$ cat src/rtl/acc_feed.sv
// acc_feed: MSB-first serial driver for the acc accumulator interface (tx/add/clear).
// Define ACC_FEED_BUF_EN to add a one-entry holding buffer for back-to-back frames.
module acc_feed #(
  parameter int WIDTH = 33,
  parameter int GAP   = 1
) (
  input  logic             clk,
  input  logic             rst,
  input  logic [WIDTH-1:0] data_in,
  input  logic             load,
  input  logic             clr_req,
  output logic             ready,
  output logic             clr_ack,
  output logic             busy,
  output logic             done,
  output logic             tx,
  output logic             add,
  output logic             clear
);

  localparam int GAP_EFF = (GAP < 1) ? 1 : GAP;
  localparam int CNT_W   = (WIDTH > 1) ? $clog2(WIDTH) : 1;
  localparam int GCNT_W  = (GAP_EFF > 1) ? $clog2(GAP_EFF) : 1;
  localparam logic [CNT_W-1:0]  CNT_LAST  = CNT_W'(WIDTH - 1);
  localparam logic [GCNT_W-1:0] GCNT_LAST = GCNT_W'(GAP_EFF - 1);

  typedef enum logic [1:0] {
    ST_IDLE,
    ST_SEND,
    ST_GAP,
    ST_CLR
  } state_t;

  state_t            state;
  logic [WIDTH-1:0]  shreg;
  logic [WIDTH-1:0]  shreg_nx;
  logic [CNT_W-1:0]  cnt;
  logic [GCNT_W-1:0] gcnt;
  logic              launch;
  logic [WIDTH-1:0]  launch_word;

  assign shreg_nx = shreg << 1;

`ifdef ACC_FEED_BUF_EN
  logic             buf_valid;
  logic [WIDTH-1:0] buf_data;

  assign ready = (state == ST_IDLE || state == ST_SEND || state == ST_GAP)
                 && !buf_valid && !clr_req;

  // Words accepted mid-frame park here until the current frame's gap ends.
  always_ff @(posedge clk or posedge rst) begin
    if (rst) begin
      buf_valid <= 1'b0;
      buf_data  <= '0;
    end else if (load && ready && state != ST_IDLE) begin
      buf_valid <= 1'b1;
      buf_data  <= data_in;
    end else if (launch && buf_valid) begin
      buf_valid <= 1'b0;
    end
  end
`else
  assign ready = (state == ST_IDLE) && !clr_req;
`endif

  // A buffered word wins over a pending clear so clears never split queued data.
  always_comb begin
    launch      = 1'b0;
    launch_word = data_in;
    if (state == ST_IDLE && load && ready) begin
      launch = 1'b1;
    end
`ifdef ACC_FEED_BUF_EN
    if (buf_valid && (state == ST_IDLE || (state == ST_GAP && gcnt == '0))) begin
      launch      = 1'b1;
      launch_word = buf_data;
    end
`endif
  end

  always_ff @(posedge clk or posedge rst) begin
    if (rst) begin
      state   <= ST_IDLE;
      shreg   <= '0;
      cnt     <= '0;
      gcnt    <= '0;
      tx      <= 1'b0;
      add     <= 1'b0;
      clear   <= 1'b0;
      clr_ack <= 1'b0;
      busy    <= 1'b0;
      done    <= 1'b0;
    end else begin
      done <= 1'b0;
      if (launch) begin
        shreg <= launch_word;
        tx    <= launch_word[WIDTH-1];
        add   <= 1'b1;
        cnt   <= CNT_LAST;
        busy  <= 1'b1;
        state <= ST_SEND;
      end else begin
        case (state)
          ST_IDLE: begin
            if (clr_req) begin
              clear   <= 1'b1;
              clr_ack <= 1'b1;
              state   <= ST_CLR;
            end
          end
          ST_SEND: begin
            if (cnt == '0) begin
              add   <= 1'b0;
              tx    <= 1'b0;
              done  <= 1'b1;
              gcnt  <= GCNT_LAST;
              state <= ST_GAP;
            end else begin
              shreg <= shreg_nx;
              tx    <= shreg_nx[WIDTH-1];
              cnt   <= cnt - CNT_W'(1);
            end
          end
          ST_GAP: begin
            if (gcnt == '0) begin
              busy  <= 1'b0;
              state <= ST_IDLE;
            end else begin
              gcnt <= gcnt - GCNT_W'(1);
            end
          end
          ST_CLR: begin
            clear   <= 1'b0;
            clr_ack <= 1'b0;
            state   <= ST_IDLE;
          end
          default: state <= ST_IDLE;
        endcase
      end
    end
  end

endmodule
$ cat config.mk
export PLATFORM = sky130hd
export DESIGN_NAME = acc_feed
export DESIGN_NICKNAME = d
export VERILOG_FILES = /design/src/rtl/acc_feed.sv
export SDC_FILE = /design/constraint.sdc
export NUM_CORES = 1
export LEC_CHECK = 0
export CAP_MARGIN = 20
export CORE_ASPECT_RATIO = 0.6
export CORE_UTILIZATION = 55
export DETAILED_ROUTE_END_ITERATION = 10
export PLACE_DENSITY = 0.84
export SETUP_SLACK_MARGIN = 0.5
export SYNTH_ARGS = -nofsm -noshare
export SYNTH_HDL_FRONTEND = slang
export SYNTH_SLANG_ARGS = --single-unit
$ cat constraint.sdc
create_clock -name clk -period 4.46 [get_ports clk]
set_clock_uncertainty 0.05 [all_clocks]
set_input_delay 1.115 -clock clk [delete_from_list [all_inputs] [get_ports clk]]
set_output_delay 1.115 -clock clk [all_outputs]
set_load 0.02 [all_outputs]
==> metrics.md, run 1 <==
| Metric | Value |
|---|---|
| Final worst path period share | `0.777` |
| WHS | `0.452 ns` |
| Total leakage power | `0.00122 uW` |
| Grt total ovfl | `0` |
| Slew Viols, Final | `0` |
| Number of hold buffers added after cts | `0` |
| Filler Cell Count | `308` |
| Post-synth top cells | `67 x a21oi_1, 45 x dfrtp_1, 37 x nor2_1, 36 x nand2_1` |
| PwrDens | `657 nW/um2` |
| Yosys warns | `0` |
| Startpoint Class | `input port` |
| Async S/R FF share, synth | `1.00` |
| Failing checks | `DRC` |
| Post-synth EDFFs | `0` |
| Worst-path maximum fanout | `4` |
| N_diodes | `0` |
| Final nets | `333` |
| CTS HTree Levels | `2` |
| Hold Path Stages | `2` |
| Critical path data required time | `3.29 ns` |
| Layout cell share with drive strength beyond 1 | `0.0519` |
| Syn Nets | `296` |
| Hold Crit Class | `reg -> reg` |
| CTS tree | `built` |
| RSZ-0062 raised after global routing | `no` |
| Status | `complete, but fails checks` |
| Least-Margin Pin Slew | `0.891 ns` |
| Yosys reg bits | `45` |
| Post-synthesis cell area | `2220 um2` |
| Post-Route WL | `4480 um` |
| Leading area contributor after synthesis | `dfrtp_1` |
| Worst R2R Path Depth | `7` |
| ANT nets after route | `0` |
| Max-cap violation count | `0` |
| Cell with the most instances after synthesis | `a21oi_1` |
| Minimum clock period | `3.46 ns` |
| 1st-iter DRT viols | `215` |
| I/O Buffers | `43` |
| Cells after DPL | `329` |
| Die area | `4300 um2` |
| Clock slew seen by the registers of the worst setup and hold paths | `0.08 ns` |
| Post-DP HPWL | `3010 um` |
| Area Overhead vs Synth | `22.8%` |
| Multi-input gate area | `953 um2` |
| Vias in the first global route | `1676` |
| Synth cell types | `32` |
| Largest net degree at the start of global routing | `46` |
| Post-synth top area share | `0.508` |
| Max-slew headroom | `0.405` |
| Routability cong. | `0.807` |
| Max clock buf depth | `2` |
| Sequential share of the synthesized area | `0.508` |
| Die Wd | `83.9 um` |
| Pre-antenna DRT Iters | `7` |
| IO Pins | `44` |
| Initial core utilization | `0.589` |
| Synth Area per Inst | `8.79 um2` |
| Critical path arrival | `2.30 ns` |
| Number of antenna violations at the first check in global routing | `0` |
| Top_reg_cell synth | `dfrtp_1` |
| Setup Viol. Count Final | `0` |
| FP Rows | `17` |
| Post_cts resized | `0` |
| Worst IR drop on VDD | `0.000314 V` |
| Root Buffer | `clkbuf_8` |
| Vias/cell | `5.45` |
| Clk_lat worst skew | `0.29 ns` |
| Vias | `1831` |
| Syn Inst Count | `252` |
| Core Area | `3760 um2` |
| Total GRT Usage | `0.229` |
| Sum Neg Setup Slack | `0 ns` |
| Critical path class | `in -> out` |
| Seq. cell area | `1130 um2` |
| Setup Fix Bufs, Post-CTS | `0` |
| Clk sinks | `45` |
| Worst Setup End Kind | `output pin` |
| Wirelength per Cell | `13.3 um` |
| Fmax | `0.289 GHz` |
| Layout Cells excl Fill | `336` |
| CTS Buf Count | `5` |
| Synth top area cells | `dfrtp_1 51%, a21oi_1 15%, nor2_1 6.3%` |
| Final hold vios | `0` |
| Die height | `51.2 um` |
| Post-route DRC | `10` |
| First-pass GRT wire length | `7600 um` |
metrics by stage:
step / cell area [um2] / setup slack, ns / util / total power [uW]
2_1_floorplan: 2220 / 1.88 / - / 1310
3_3_place_gp: 2620 / 1.01 / 0.695 / 1460
3_5_place_dp: 2620 / 0.991 / 0.695 / 1500
4_1_cts: 2720 / 0.991 / 0.723 / 1790
5_1_grt: 2720 / 0.959 / 0.723 / 1940
6_report: 2720 / 0.996 / 0.723 / 1790
sequential cells by signal, indices dropped and copies added, names as in the netlist:
name   flops
tx         1
shreg     32
clear      1
done       1
add        1
state      2
cnt        6
busy       1
cell usage in the layout, fill, tap and decap left out:
cell,n
a211oi_1,2
a21boi_2,1
a21oi_1,67
a31oi_1,1
and2_1,1
and3_1,1
and3b_1,1
buf_4,3
bufinv_16,1
clkbuf_8,5
clkdlybuf4s50_1,43
clkinv_2,1
dfrtp_1,45
ha_1,7
inv_1,6
inv_2,1
nand2_1,36
nand2b_1,1
nand3_1,7
nand4_1,1
nand4b_1,1
nor2_1,37
nor2b_1,2
nor3_1,3
o211ai_1,3
o21ai_0,3
o21ai_4,1
o311a_1,1
o31ai_1,1
or2_2,1
or3_1,2
or3_4,1
xnor2_1,1
xor2_1,1
cell families (layout without fill, tap and decap cells):
kind of cell	after synthesis	after routing	synth area share
adders and majority gates	7	7	0.0395
and+or+nand+nor	95	95	0.185
DFF	45	45	0.508
AOI/OAI and AO/OA	80	80	0.198
buffers and inverters	23	60	0.0615
xor gates and xnor gates	2	2	0.00791
worst max-delay path: stages:
cell	delay [ns]
clkdlybuf4s50_1	0.46
nor2b_1	0.12
clkdlybuf4s50_1	0.60
area by class of cell:
type	instances	area share
flip-flops and latches	45	0.414
multi-input cells	184	0.350
repair buffers	46	0.166
clock buffers	5	0.0253
well taps	47	0.0216
clock inverters	2	0.0129
inverters	7	0.00966
routing by layer:
layer | track usage | up-vias | part of all wire | routed length, um
met4 | 0.0431 | 0 | 0.0047 | 21
met3 | 0.0565 | 2 | 0.064 | 285
li1 | - | 928 | - | -
met5 | 0 | - | 0 | 0
met1 | 0.329 | 844 | 0.50 | 2230
met2 | 0.359 | 57 | 0.43 | 1940
power breakdown:
group	total (uW)	internal, uW	switching (uW)
Combinational	767	324	443
Clock	293	163	130
Sequential	728	605	123
Total	1790	1090	696
worst paths after layout:
kind / from / end / slack [ns]
worst min-delay path: shreg[0]$_DFFE_PP0P_ / shreg[0]$_DFFE_PP0P_ / 0.45
worst min register to register: shreg[0]$_DFFE_PP0P_ / shreg[0]$_DFFE_PP0P_ / 0.45
max in group asynchronous: rst / shreg[22]$_DFFE_PP0P_ / 2.52
worst max register to register: state[1]$_DFFE_PP0P_ / shreg[4]$_DFFE_PP0P_ / 2.30
min in group asynchronous: rst / shreg[7]$_DFFE_PP0P_ / 1.28
worst max-delay path: clr_req / ready / 1.0
No activity file was read; power rests on OpenSTA's default activity.
==> run 2, diff against run 1 <==
- CORE_UTILIZATION: 55 -> 51
- PLACE_DENSITY: 0.84 -> 0.79
- clock period: 4.46 -> 3.6 ns (I/O delays scaled with it)
==> run 2 against run 1 <==
The run now ends clean. Count of clock-buffer cells in the layout unchanged. Clock power up 25%. Worst hold slack better by 0.020 ns. Sequential cell count unchanged. Utilization is 6.2 points lower. Critical path type unchanged. Largest power group unchanged. Highest routed layer unchanged.
==> metrics.md, run 2 (synthesis results as in run 1) <==
| Metric | Value |
|---|---|
| Total GRT Usage | `0.222` |
| Sum Neg Setup Slack | `0 ns` |
| Clock share of power | `0.166` |
| N_diodes | `0` |
| Critical path data required time | `2.65 ns` |
| Leading cell type in the layout, fill and taps excluded | `a21oi_1` |
| Commonest non-fill, non-tap cells in the layout | `67 x a21oi_1, 45 x dfrtp_1, 42 x clkdlybuf4s50_1` |
| Hold Crit Class | `reg -> reg` |
| Layout cell share with drive strength beyond 1 | `0.0519` |
| Wirelength per Cell | `13.2 um` |
| Largest net degree at the start of global routing | `46` |
| Switching power | `860 uW` |
| Initial core utilization | `0.535` |
| Critical path class | `in -> out` |
| Multi-input gate area | `953 um2` |
| Final worst path period share | `0.745` |
| Least-Margin Pin Slew | `0.921 ns` |
| Grt total ovfl | `0` |
| RSZ-0062 raised after global routing | `no` |
| Critical path arrival | `1.73 ns` |
| Vias/cell | `5.19` |
| Biggest regs | `shreg: 32 flops, cnt: 6 flops, state: 2 flops` |
| Part of the power in registers | `0.408` |
| Slew Viols, Final | `0` |
| Die Wd | `87.1 um` |
| Die height | `53.1 um` |
| Seq. cell area | `1130 um2` |
| Number of antenna violations at the first check in global routing | `0` |
| Pint | `1350 uW` |
| Final nets | `333` |
| Post-route DRC | `0` |
| Critical Path, Cell by Cell | `clkdlybuf4s50_1 > nor2b_1 > dlymetal6s2s_1` |
| Filler Cell Count | `367` |
| Max clock buf depth | `2` |
| Total leakage power | `0.00123 uW` |
| Setup Fix Bufs, Post-CTS | `0` |
| Max incr delay on CP | `0.45 ns` |
| Most flop-heavy register | `shreg` |
| Setup Viol. Count Final | `0` |
| Area Overhead vs Synth | `23.7%` |
| Pwr Total | `2210 uW` |
| Slowest-stage cell, CP | `clkdlybuf4s50_1` |
| Worst IR drop on VDD | `0.000369 V` |
| Core Area | `4140 um2` |
| Final hold vios | `0` |
| Worst-path maximum fanout | `4` |
| CP delay by family, top | `buffers and inverters` |
| Fmax | `0.373 GHz` |
| Die area | `4620 um2` |
| Routability cong. | `0.830` |
| Pre-antenna DRT Iters | `4` |
| Number of flip-flops in the largest register | `32` |
| Max-slew headroom | `0.385` |
| Clock slew seen by the registers of the worst setup and hold paths | `0.08 ns` |
| First-pass GRT wire length | `7620 um` |
| Post-DP HPWL | `2940 um` |
| IO Pins | `44` |
| Combinational fraction of design power | `0.426` |
| Minimum clock period | `2.68 ns` |
| I/O Buffers | `43` |
| CTS Buf Count | `5` |
| Root Buffer | `clkbuf_8` |
| Vias | `1812` |
| CTS tree | `built` |
| Max-cap violation count | `0` |
| Clk_lat worst skew | `0.29 ns` |
| PwrDens | `807 nW/um2` |
| CP bufs+invs | `2` |
| CTS HTree Levels | `2` |
| Startpoint Class | `input port` |
| ANT nets after route | `0` |
| Vias in the first global route | `1660` |
| Worst Setup End Kind | `output pin` |
| Post-Route WL | `4590 um` |
| 1st-iter DRT viols | `109` |
| Clk sinks | `45` |
| Net Sw Frac | `0.389` |
| FP Rows | `18` |
| Status | `completed` |
==> run 2: cell count changes in the layout (fill, tap and decap cells not counted), sizes merged <==
| cell | delta |
|---|---|
| clkdlybuf4s50 | -1 |
| dlymetal6s2s | +1 |
==> run 2: through the flow <==
step	area (um2)	hold slack (ns)	utilization	worst slack [ns]	std cells
after floorplan	2220	0.417	-	1.45	252
after global placement	2630	0.432	0.636	0.579	342
after detailed placement	2630	0.462	0.636	0.538	342
after CTS	2740	0.474	0.661	0.534	349
after global routing	2740	0.493	0.661	0.832	349
final	2740	0.471	0.661	0.917	349
==> run 2: final cells by class <==
| cell class | instances | area share |
|---|---|---|
| clock inverters | 2 | 0.0128 |
| clock buffers | 5 | 0.0251 |
| multi-input cells | 184 | 0.348 |
| inverters | 7 | 0.00959 |
| well taps | 60 | 0.0274 |
| repair buffers | 46 | 0.166 |
| flip-flops and latches | 45 | 0.411 |
==> run 2: metal layers <==
metal / share of wire / vias to the layer above / GRT usage / wire length, um
met2: 0.43 / 47 / 0.333 / 1990
met4: 0.0092 / 0 / 0.0738 / 42
met1: 0.50 / 837 / 0.321 / 2280
li1: - / 924 / - / -
met5: 0 / - / 0 / 0
met3: 0.060 / 4 / 0.0468 / 276
==> run 2: power groups by stage <==
stage	Sequential (uW)	Clock [uW]	Combinational [uW]
2_1_floorplan	897	0	731
3_3_place_gp	896	0	920
4_1_cts	900	372	947
3_5_place_dp	909	0	942
6_report	903	366	942
5_1_grt	936	393	1070
==> run 2: repair_timing <==
action,CTS,global route
resized for setup,0,1
hold buffers,0,0
setup endpoints to repair,0,1
==> run 2: worst paths after layout <==
path                            slack (ns)  cells after the start             startpoint                     to
worst min register to register        0.47                      2  shreg[10]$_DFFE_PP0P_  shreg[10]$_DFFE_PP0P_
worst max-delay path                  0.92                      3                clr_req                  ready
max in group asynchronous             1.86                      2                    rst   shreg[3]$_DFFE_PP0P_
worst max register to register        1.18                      6   state[1]$_DFFE_PP0P_  shreg[25]$_DFFE_PP0P_
min in group asynchronous             1.08                      2                    rst  shreg[13]$_DFFE_PP0P_
worst min-delay path                  0.47                      2  shreg[10]$_DFFE_PP0P_  shreg[10]$_DFFE_PP0P_
==> run 2: worst min-delay path: stages (launching register included) <==
cell,delay [ns]
dfrtp_1,0.38
nand2_1,0.06
a21oi_1,0.05
==> run 3, diff against run 2 <==
- CORE_UTILIZATION: 51 -> 46
- PLACE_DENSITY: 0.79 -> 0.75
- clock period: 3.6 -> 2.2 ns (I/O delays scaled with it)
==> run 3 against run 2 <==
Utilization grew 3.9 points. Worst hold slack got worse by 0.0037 ns. Count of clock-buffer cells in the layout grew 2. Sequential cell count stayed put. Die area is 11% higher. Worst setup slack got worse by 0.53 ns. Final cell count up 9.2%. Critical path type is now reg -> out.
==> metrics.md, run 3 (synthesis results as in run 1) <==
| Metric | Value |
|---|---|
| Status | `completed` |
| Vias | `2019` |
| Die area | `5110 um2` |
| Filler Cell Count | `333` |
| I/O Buffers | `43` |
| Area Overhead vs Synth | `45.1%` |
| Max-cap violation count | `0` |
| RSZ-0062 raised after global routing | `yes` |
| Post-DP HPWL | `3380 um` |
| Initial core utilization | `0.483` |
| Final nets | `362` |
| Worst IR drop on VDD | `0.000595 V` |
| 1st-iter DRT viols | `118` |
| Fin area | `3210 um2` |
| Cell Area, Placed | `2750 um2` |
| Biggest regs | `shreg: 32 flops, cnt: 6 flops, state: 2 flops` |
| Fmax | `0.551 GHz` |
| Grt total ovfl | `0` |
| Commonest non-fill, non-tap cells in the layout | `50 x a21oi_1, 43 x dfrtp_1, 37 x nor2_1` |
| ANT nets after route | `0` |
| Total GRT Usage | `0.211` |
| Clk_lat worst skew | `0.30 ns` |
| Final hold vios | `0` |
| Least-Margin Pin Slew | `0.625 ns` |
| Hold Path Stages | `2` |
| Number of hold buffers added after cts | `0` |
| Max-slew headroom | `0.581` |
| R2R setup slack | `0.46 ns` |
| Root Buffer | `clkbuf_8` |
| Seq. cell area | `1130 um2` |
| CTS Buf Count | `5` |
| Util after Layout | `0.701` |
| Layout cell share with drive strength beyond 1 | `0.236` |
| Number of flip-flops in the largest register | `32` |
| Clock slew seen by the registers of the worst setup and hold paths | `0.08 ns` |
| Max clock buf depth | `2` |
| Critical path data required time | `1.60 ns` |
| Vias/cell | `5.30` |
| Vias in the first global route | `1779` |
| Routability cong. | `0.883` |
| Sum Neg Setup Slack | `0 ns` |
| Post-Route WL | `5670 um` |
| Total leakage power | `0.00143 uW` |
| IO Pins | `44` |
| Critical path class | `reg -> out` |
| Core Area | `4590 um2` |
| Multi-input gate area | `1120 um2` |
| CTS HTree Levels | `2` |
| First-pass GRT wire length | `8460 um` |
| Most flop-heavy register | `shreg` |
| Wirelength per Cell | `14.9 um` |
| Leading cell type in the layout, fill and taps excluded | `a21oi_1` |
| Largest net degree at the start of global routing | `31` |
| Die Wd | `91.6 um` |
| Die height | `55.8 um` |
| Setup Viol. Count Final | `0` |
| Worst R2R Path Depth | `8` |
| CTS tree | `built` |
| Slew Viols, Final | `0` |
| Worst-path maximum fanout | `3` |
| Post-route DRC | `0` |
| Startpoint Class | `register` |
| Minimum clock period | `1.81 ns` |
| Final worst path period share | `0.824` |
| FP Rows | `19` |
| Clk sinks | `45` |
| N_diodes | `0` |
| Number of antenna violations at the first check in global routing | `0` |
| Worst Setup End Kind | `output pin` |
| Pre-antenna DRT Iters | `4` |
| PwrDens | `1330 nW/um2` |
| Critical path arrival | `1.21 ns` |
| Hold Crit Class | `reg -> reg` |
run 3: power breakdown:
group	switching (uW)	internal [uW]
logic	1150	1070
clock network	269	249
registers	293	1230
total	1710	2550
run 3: metal layers:
metal,vias up,GRT usage,routed length [um]
met5,-,0,0
met4,0,0.0612,73
met1,951,0.317,2680
met2,75,0.306,2550
li1,984,-,-
met3,9,0.0451,365
run 3: through the flow:
step | worst slack (ns) | hold WS [ns] | instances | power, uW
after global placement | -0.0778 | 0.434 | 354 | 3080
after detailed placement | -0.0894 | 0.443 | 354 | 3150
after global routing | 0.352 | 0.494 | 381 | 4570
after floorplan | 0.506 | 0.417 | 252 | 2670
after CTS | 0.360 | 0.462 | 369 | 3760
final | 0.386 | 0.468 | 381 | 4260
run 3: worst max-delay path, cell delays in order (launching register included):
cell,delay [ns]
dfrtp_1,0.40
inv_2,0.10
ha_4,0.13
nor2b_1,0.13
buf_4,0.15
run 3: what timing repair did:
action	in CTS	in global routing
setup endpoints to repair	49	36
gates resized for setup	22	41
cloned	2	1
buffers inserted	6	11
pin swaps	5	8
run 3: cell type report:
cell class / count / share of cell area
sequential: 45 / 0.351
multi-input combinational: 184 / 0.347
timing repair buffer: 75 / 0.242
clock buffer: 7 / 0.0269
tap: 63 / 0.0245
inverter: 7 / 0.00817
run 3: path summary, 6_finish.rpt:
path	startpoint	end
worst max register to register	state[0]$_DFFE_PP0P_	shreg[25]$_DFFE_PP0P_
worst min-delay path	shreg[0]$_DFFE_PP0P_	shreg[0]$_DFFE_PP0P_
worst min register to register	shreg[0]$_DFFE_PP0P_	shreg[0]$_DFFE_PP0P_
worst max-delay path	state[0]$_DFFE_PP0P_	ready
max in group asynchronous	rst	cnt[0]$_DFFE_PP0P_
min in group asynchronous	rst	shreg[4]$_DFFE_PP0P_
==> RTL change 1, RTL diff (settings of run 1) <==
Change the parameter `WIDTH` from 33 to 66.
--- a/src/rtl/acc_feed.sv
+++ b/src/rtl/acc_feed.sv
@@ -2,5 +2,5 @@
 // Define ACC_FEED_BUF_EN to add a one-entry holding buffer for back-to-back frames.
 module acc_feed #(
-  parameter int WIDTH = 33,
+  parameter int WIDTH = 66,
   parameter int GAP   = 1
 ) (
Interface: changed (resized data_in); port bits go from 44 to 77. The function was not compared with the original's and may differ.
==> RTL change 1 against run 1 <==
- synthesized area grew 68%
- wire length grew 110%
- setup slack lost 13 ps
- sequential cell count grew 34
- first-iteration DRC count grew 7.9%
- via count grew 87%
- register-to-register slack lost 590 ps
- power grew 89%
- final area grew 79%
- critical path depth is the same
==> RTL change 1: results (changes against run 1) <==
- Sequential share of the synthesized area: 0.531 (+0.0225)
- Total gr overflow: 0 (unchanged)
- Via/cell ratio: 5.78 (+6.1%)
- Worst Setup EP: ready
- Net count reported at finish: 578 (+74%)
- Quantity of gates resized following cts: 0 (unchanged)
- Number of DRC markers in iteration 0: 232 (+7.9%)
- Largest net degree at the start of global routing: 61 (+33%)
- Synth top area cells: sky130_fd_sc_hd__dfrtp_1, sky130_fd_sc_hd__a21oi_1, sky130_fd_sc_hd__nor2_1, sky130_fd_sc_hd__nand2_1, sky130_fd_sc_hd__ha_1
- Total of fill cells in the finished design: 468 (+52%)
- Type of the worst min-delay path: flip-flop to flip-flop
- Net count after synthesis: 517 (+75%)
- Length of the first detailed-routing pass in iterations: 4 (-3)
- Leakage power figure: 2.17 nW (+78%)
- Max H-tree Level: 3 (+1)
- Vias in the first global route: 3,225 (+92%)
- Crit path launch: clr_req
- Smallest hold slack: 457 ps (+5.39 ps)
- Global-route wire length before repair: 14,900 microns (+97%)
- Post-synthesis average cell area: 8.45 sq um (-3.9%)
- WP data arrival: 2310 ps
- Main synth FF type: sky130_fd_sc_hd__dfrtp_1
- Cell variety after synth: 34 (+6.3%)
- Clk_lat worst skew: 330 ps (+40 ps)
- Cell at the root of the clock tree: sky130_fd_sc_hd__clkbuf_16
- HPWL reported at the end of detailed placement: 5710 microns (+90%)
- Fraction of final layout cells with drive strength greater than 1: 0.0611 (+0.00924)
- GRT Total Usage: 0.276 (+0.0470)
- Launch instance of the worst min-delay path: shreg[0]$_DFFE_PP0P_
- Reg-to-Reg End: shreg[14]$_DFFE_PP0P_
- Biggest fanout along the worst timing path: 5 (+1)
- Largest registers ranked by flip-flop count: shreg (65), cnt (7), state (2)
- Worst IR Drop VDD: 0.335 mV (+6.8%)
- Post-route non-filler standard cell count: 591 (+76%)
- Status: finished, final reports clean
- Setup violations, final: 0 (unchanged)
- Routability-driven placement congestion ratio: 0.818 (+1.3%)
- CTS buffer count: 9 (+4)
- Placed cells: 574 (+74%)
- WL final: 9300 microns (+110%)
- Hold path depth: 2 (unchanged)
- Synthesis warning total: 0 (unchanged)
- Slew at the pin closest to its max-slew limit: 885 ps (-5.22 ps)
- Proportion of synthesized flip-flops having asynchronous set or reset: 1.00 (unchanged)
- Initial antenna violation count: 0 (unchanged)
- R2R Setup Slk: 1710 ps (-590 ps)
- Most numerous cell types in the synthesized netlist: sky130_fd_sc_hd__a21oi_1, sky130_fd_sc_hd__dfrtp_1, sky130_fd_sc_hd__nor2_1, sky130_fd_sc_hd__nand2_1, sky130_fd_sc_hd__buf_2
- Post-CTS clock slew at the launch and capture registers of the worst setup and hold paths: 60 ps (-20 ps)
- Number of port buffers: 76 (+77%)
- Total cell area at the placement stage: 4510 sq um (+72%)
## RTL change 1: area by class of cell
type	instances	area share
repair buffers	82	0.174
well taps	84	0.0215
inverters	9	0.00718
multi-input cells	321	0.321
flip-flops and latches	79	0.405
clock inverters	4	0.0156
clock buffers	12	0.0546
## RTL change 1: logic make-up (layout without fill, tap and decap cells)
kind of cell / Yosys count / count (layout) / share of synthesized area
compound gates: 146 / 146 / 0.204
xor+xnor: 2 / 2 / 0.00470
fa+ha+maj: 6 / 6 / 0.0202
buf+inv: 41 / 107 / 0.0521
flops: 79 / 79 / 0.531
mux: 1 / 1 / 0.00269
simple gates: 166 / 166 / 0.186
## RTL change 1: critical path: stages
cell and delay (ps):
sky130_fd_sc_hd__clkdlybuf4s50_1 470, sky130_fd_sc_hd__nor2b_1 130, sky130_fd_sc_hd__clkdlybuf4s50_1 600
## RTL change 1: stage by stage
step	util	worst slack [ps]	total power, mW
after floorplan	-	1270	2.17
after global placement	0.709	996	2.42
after detailed placement	0.712	976	2.53
after CTS	0.766	975	3.38
after global routing	0.770	928	3.62
final	0.770	982	3.38
## RTL change 1: power by group
group          internal, mW  switching, mW  total, mW
combinational         0.526          0.755       1.28
clock                 0.537          0.282      0.819
sequential             1.07          0.211       1.28
total                  2.14           1.25       3.38
## RTL change 1: layer usage
layer / part of all wire / global-route usage
met3: 0.073 / 0.0635
met5: 0 / 0
met4: 0.013 / 0.0890
met2: 0.48 / 0.453
met1: 0.43 / 0.366
==> RTL change 2, RTL diff (flow settings as in run 1) <==
Made on the original files. Re-encode `state_t` (4 states) as Gray code, 2 bits wide.
--- a/src/rtl/acc_feed.sv
+++ b/src/rtl/acc_feed.sv
@@ -26,8 +26,8 @@
 
   typedef enum logic [1:0] {
-    ST_IDLE,
-    ST_SEND,
-    ST_GAP,
-    ST_CLR
+    ST_IDLE = 2'b00,
+    ST_SEND = 2'b01,
+    ST_GAP  = 2'b11,
+    ST_CLR  = 2'b10
   } state_t;
 
Check against the original RTL: same outputs for any inputs over 10 cycles, from zero or initial values and one cycle with rst high; not proved beyond that.
==> RTL change 2 against run 1 <==
- power decreased by 7.6%
- sequential cell count did not move
- count of clock-buffer cells in the layout unchanged
- non-clock buffer count grew 1
- final area is 7.5% lower
- synthesized area shrank 10%
- setup slack worse by 180 ps
- wire length down 8.7%
- highest routed layer unchanged
==> RTL change 2: results (changes against run 1) <==
- Length of the first detailed-routing pass in iterations: 4 (-3)
- Area fraction in compound gates after synthesis: 0.285 (+0.0866)
- Net count after synthesis: 208 (-30%)
- Reg2reg path depth: 5 (-2)
- Most numerous cell types in the synthesized netlist: sky130_fd_sc_hd__dfrtp_1, sky130_fd_sc_hd__o21a_1, sky130_fd_sc_hd__o22a_1, sky130_fd_sc_hd__nand2_1, sky130_fd_sc_hd__buf_2
- Largest incremental delay on the critical path: 660 ps (+60 ps)
- Met1 global-route usage: 0.335 (+0.00637)
- Reg-to-Reg End: shreg[21]$_DFFE_PP0P_
- Slew at the pin closest to its max-slew limit: 565 ps (-325 ps)
- Post-synthesis average cell area: 11.7 sq um (+34%)
- Largest registers ranked by flip-flop count: shreg (32), cnt (6), state (2)
- Placed cells: 249 (-24%)
- Met2 track demand over resource in global routing: 0.386 (+0.0268)
- Cell variety after synth: 27 (-16%)
- Synth top area cells: sky130_fd_sc_hd__dfrtp_1, sky130_fd_sc_hd__o22a_1, sky130_fd_sc_hd__o21a_1, sky130_fd_sc_hd__buf_2, sky130_fd_sc_hd__nand2_1
- Multi-input gates: 108 (-41%)
- Total of fill cells in the finished design: 218 (-29%)
- Global-route wire length before repair: 7010 microns (-7.7%)
- Post-synthesis share of cell area spent on xor and xnor gates: 0.00441 (-0.00349)
- Initial antenna violation count: 0 (unchanged)
- GRT Total Usage: 0.242 (+0.0127)
- Multi-input combinational area share: 0.312 (-0.0382)
- RR Startpoint: state[0]$_DFFE_PP0P_
- Worst IR Drop VDD: 0.404 mV (+28%)
- Leakage power figure: 0.985 nW (-19%)
- Sequential share of the synthesized area: 0.567 (+0.0589)
- Vias in the first global route: 1,462 (-13%)
- Met3 routed wirelength: 170 microns (-40%)
- Buffers outside the clock class: 47 (+2.2%)
- R2R Setup Slk: 2190 ps (-110 ps)
- Inverter count of the layout excluding clock inverters: 4 (-3)
- Worst Setup Slack post-DPL: 828 ps (-163 ps)
- Arithmetic-cell share of the synthesized area counting full adders, half adders and majority gates: 0.0126 (-0.0269)
- Min setup slack post-route: 816 ps (-180 ps)
- Final routed wire length divided by cell count: 16.1 microns (+20%)
- Fraction of final layout cells with drive strength greater than 1: 0.0524 (+0.000478)
- WP data arrival: 2480 ps (+180 ps)
- Design internal power: 1.06 mW (-2.6%)
- Met3 Usage GRT: 0.0585 (+0.00195)
- Sequential cell count: 45 (unchanged)
- Final core area utilization: 0.753 (+0.0302)
- Share of synthesized area spent on multiplexers: 0.0151 (+0.0151)
- Quantity of gates resized following cts: 0 (unchanged)
- Post-route met1 wirelength: 2000 microns (-10%)
- Status: finished, final reports clean
- Vias: 1,444 (-21%)
- Via/cell ratio: 5.66 (+3.9%)
- Total cell area at the placement stage: 2440 sq um (-6.6%)
- HPWL reported at the end of detailed placement: 2770 microns (-8.1%)
- Biggest fanout along the worst timing path: 3 (-1)
- Synthesis warning total: 0 (unchanged)
- Number of DRC markers in iteration 0: 45 (-79%)
- Portion of the layout cell area used by clock cells: 0.0293 (-0.00884)
- Routability-driven placement congestion ratio: 0.787 (-2.4%)
- Max H-tree Level: 2 (unchanged)
-- RTL change 2: worst min path at each step --
stage | start | end | slack (ps) | depth (start not counted)
final | cnt[4]$_DFFE_PP0P_ | cnt[4]$_DFFE_PP0P_ | 430 | 1
after global routing | cnt[5]$_DFFE_PP0P_ | cnt[5]$_DFFE_PP0P_ | 440 | 1
after CTS | cnt[4]$_DFFE_PP0P_ | cnt[4]$_DFFE_PP0P_ | 420 | 1
after detailed placement | cnt[4]$_DFFE_PP0P_ | cnt[4]$_DFFE_PP0P_ | 410 | 1
after global placement | cnt[4]$_DFFE_PP0P_ | cnt[4]$_DFFE_PP0P_ | 400 | 1
after floorplan | cnt[4]$_DFFE_PP0P_ | cnt[4]$_DFFE_PP0P_ | 390 | 1
-- RTL change 2: power by group through the flow --
stage	combinational [mW]	clock (mW)	sequential (mW)
after floorplan	0.522	0	0.712
after global placement	0.668	0	0.708
after detailed placement	0.704	0	0.723
after CTS	0.710	0.231	0.718
after global routing	0.782	0.247	0.744
final	0.704	0.226	0.722
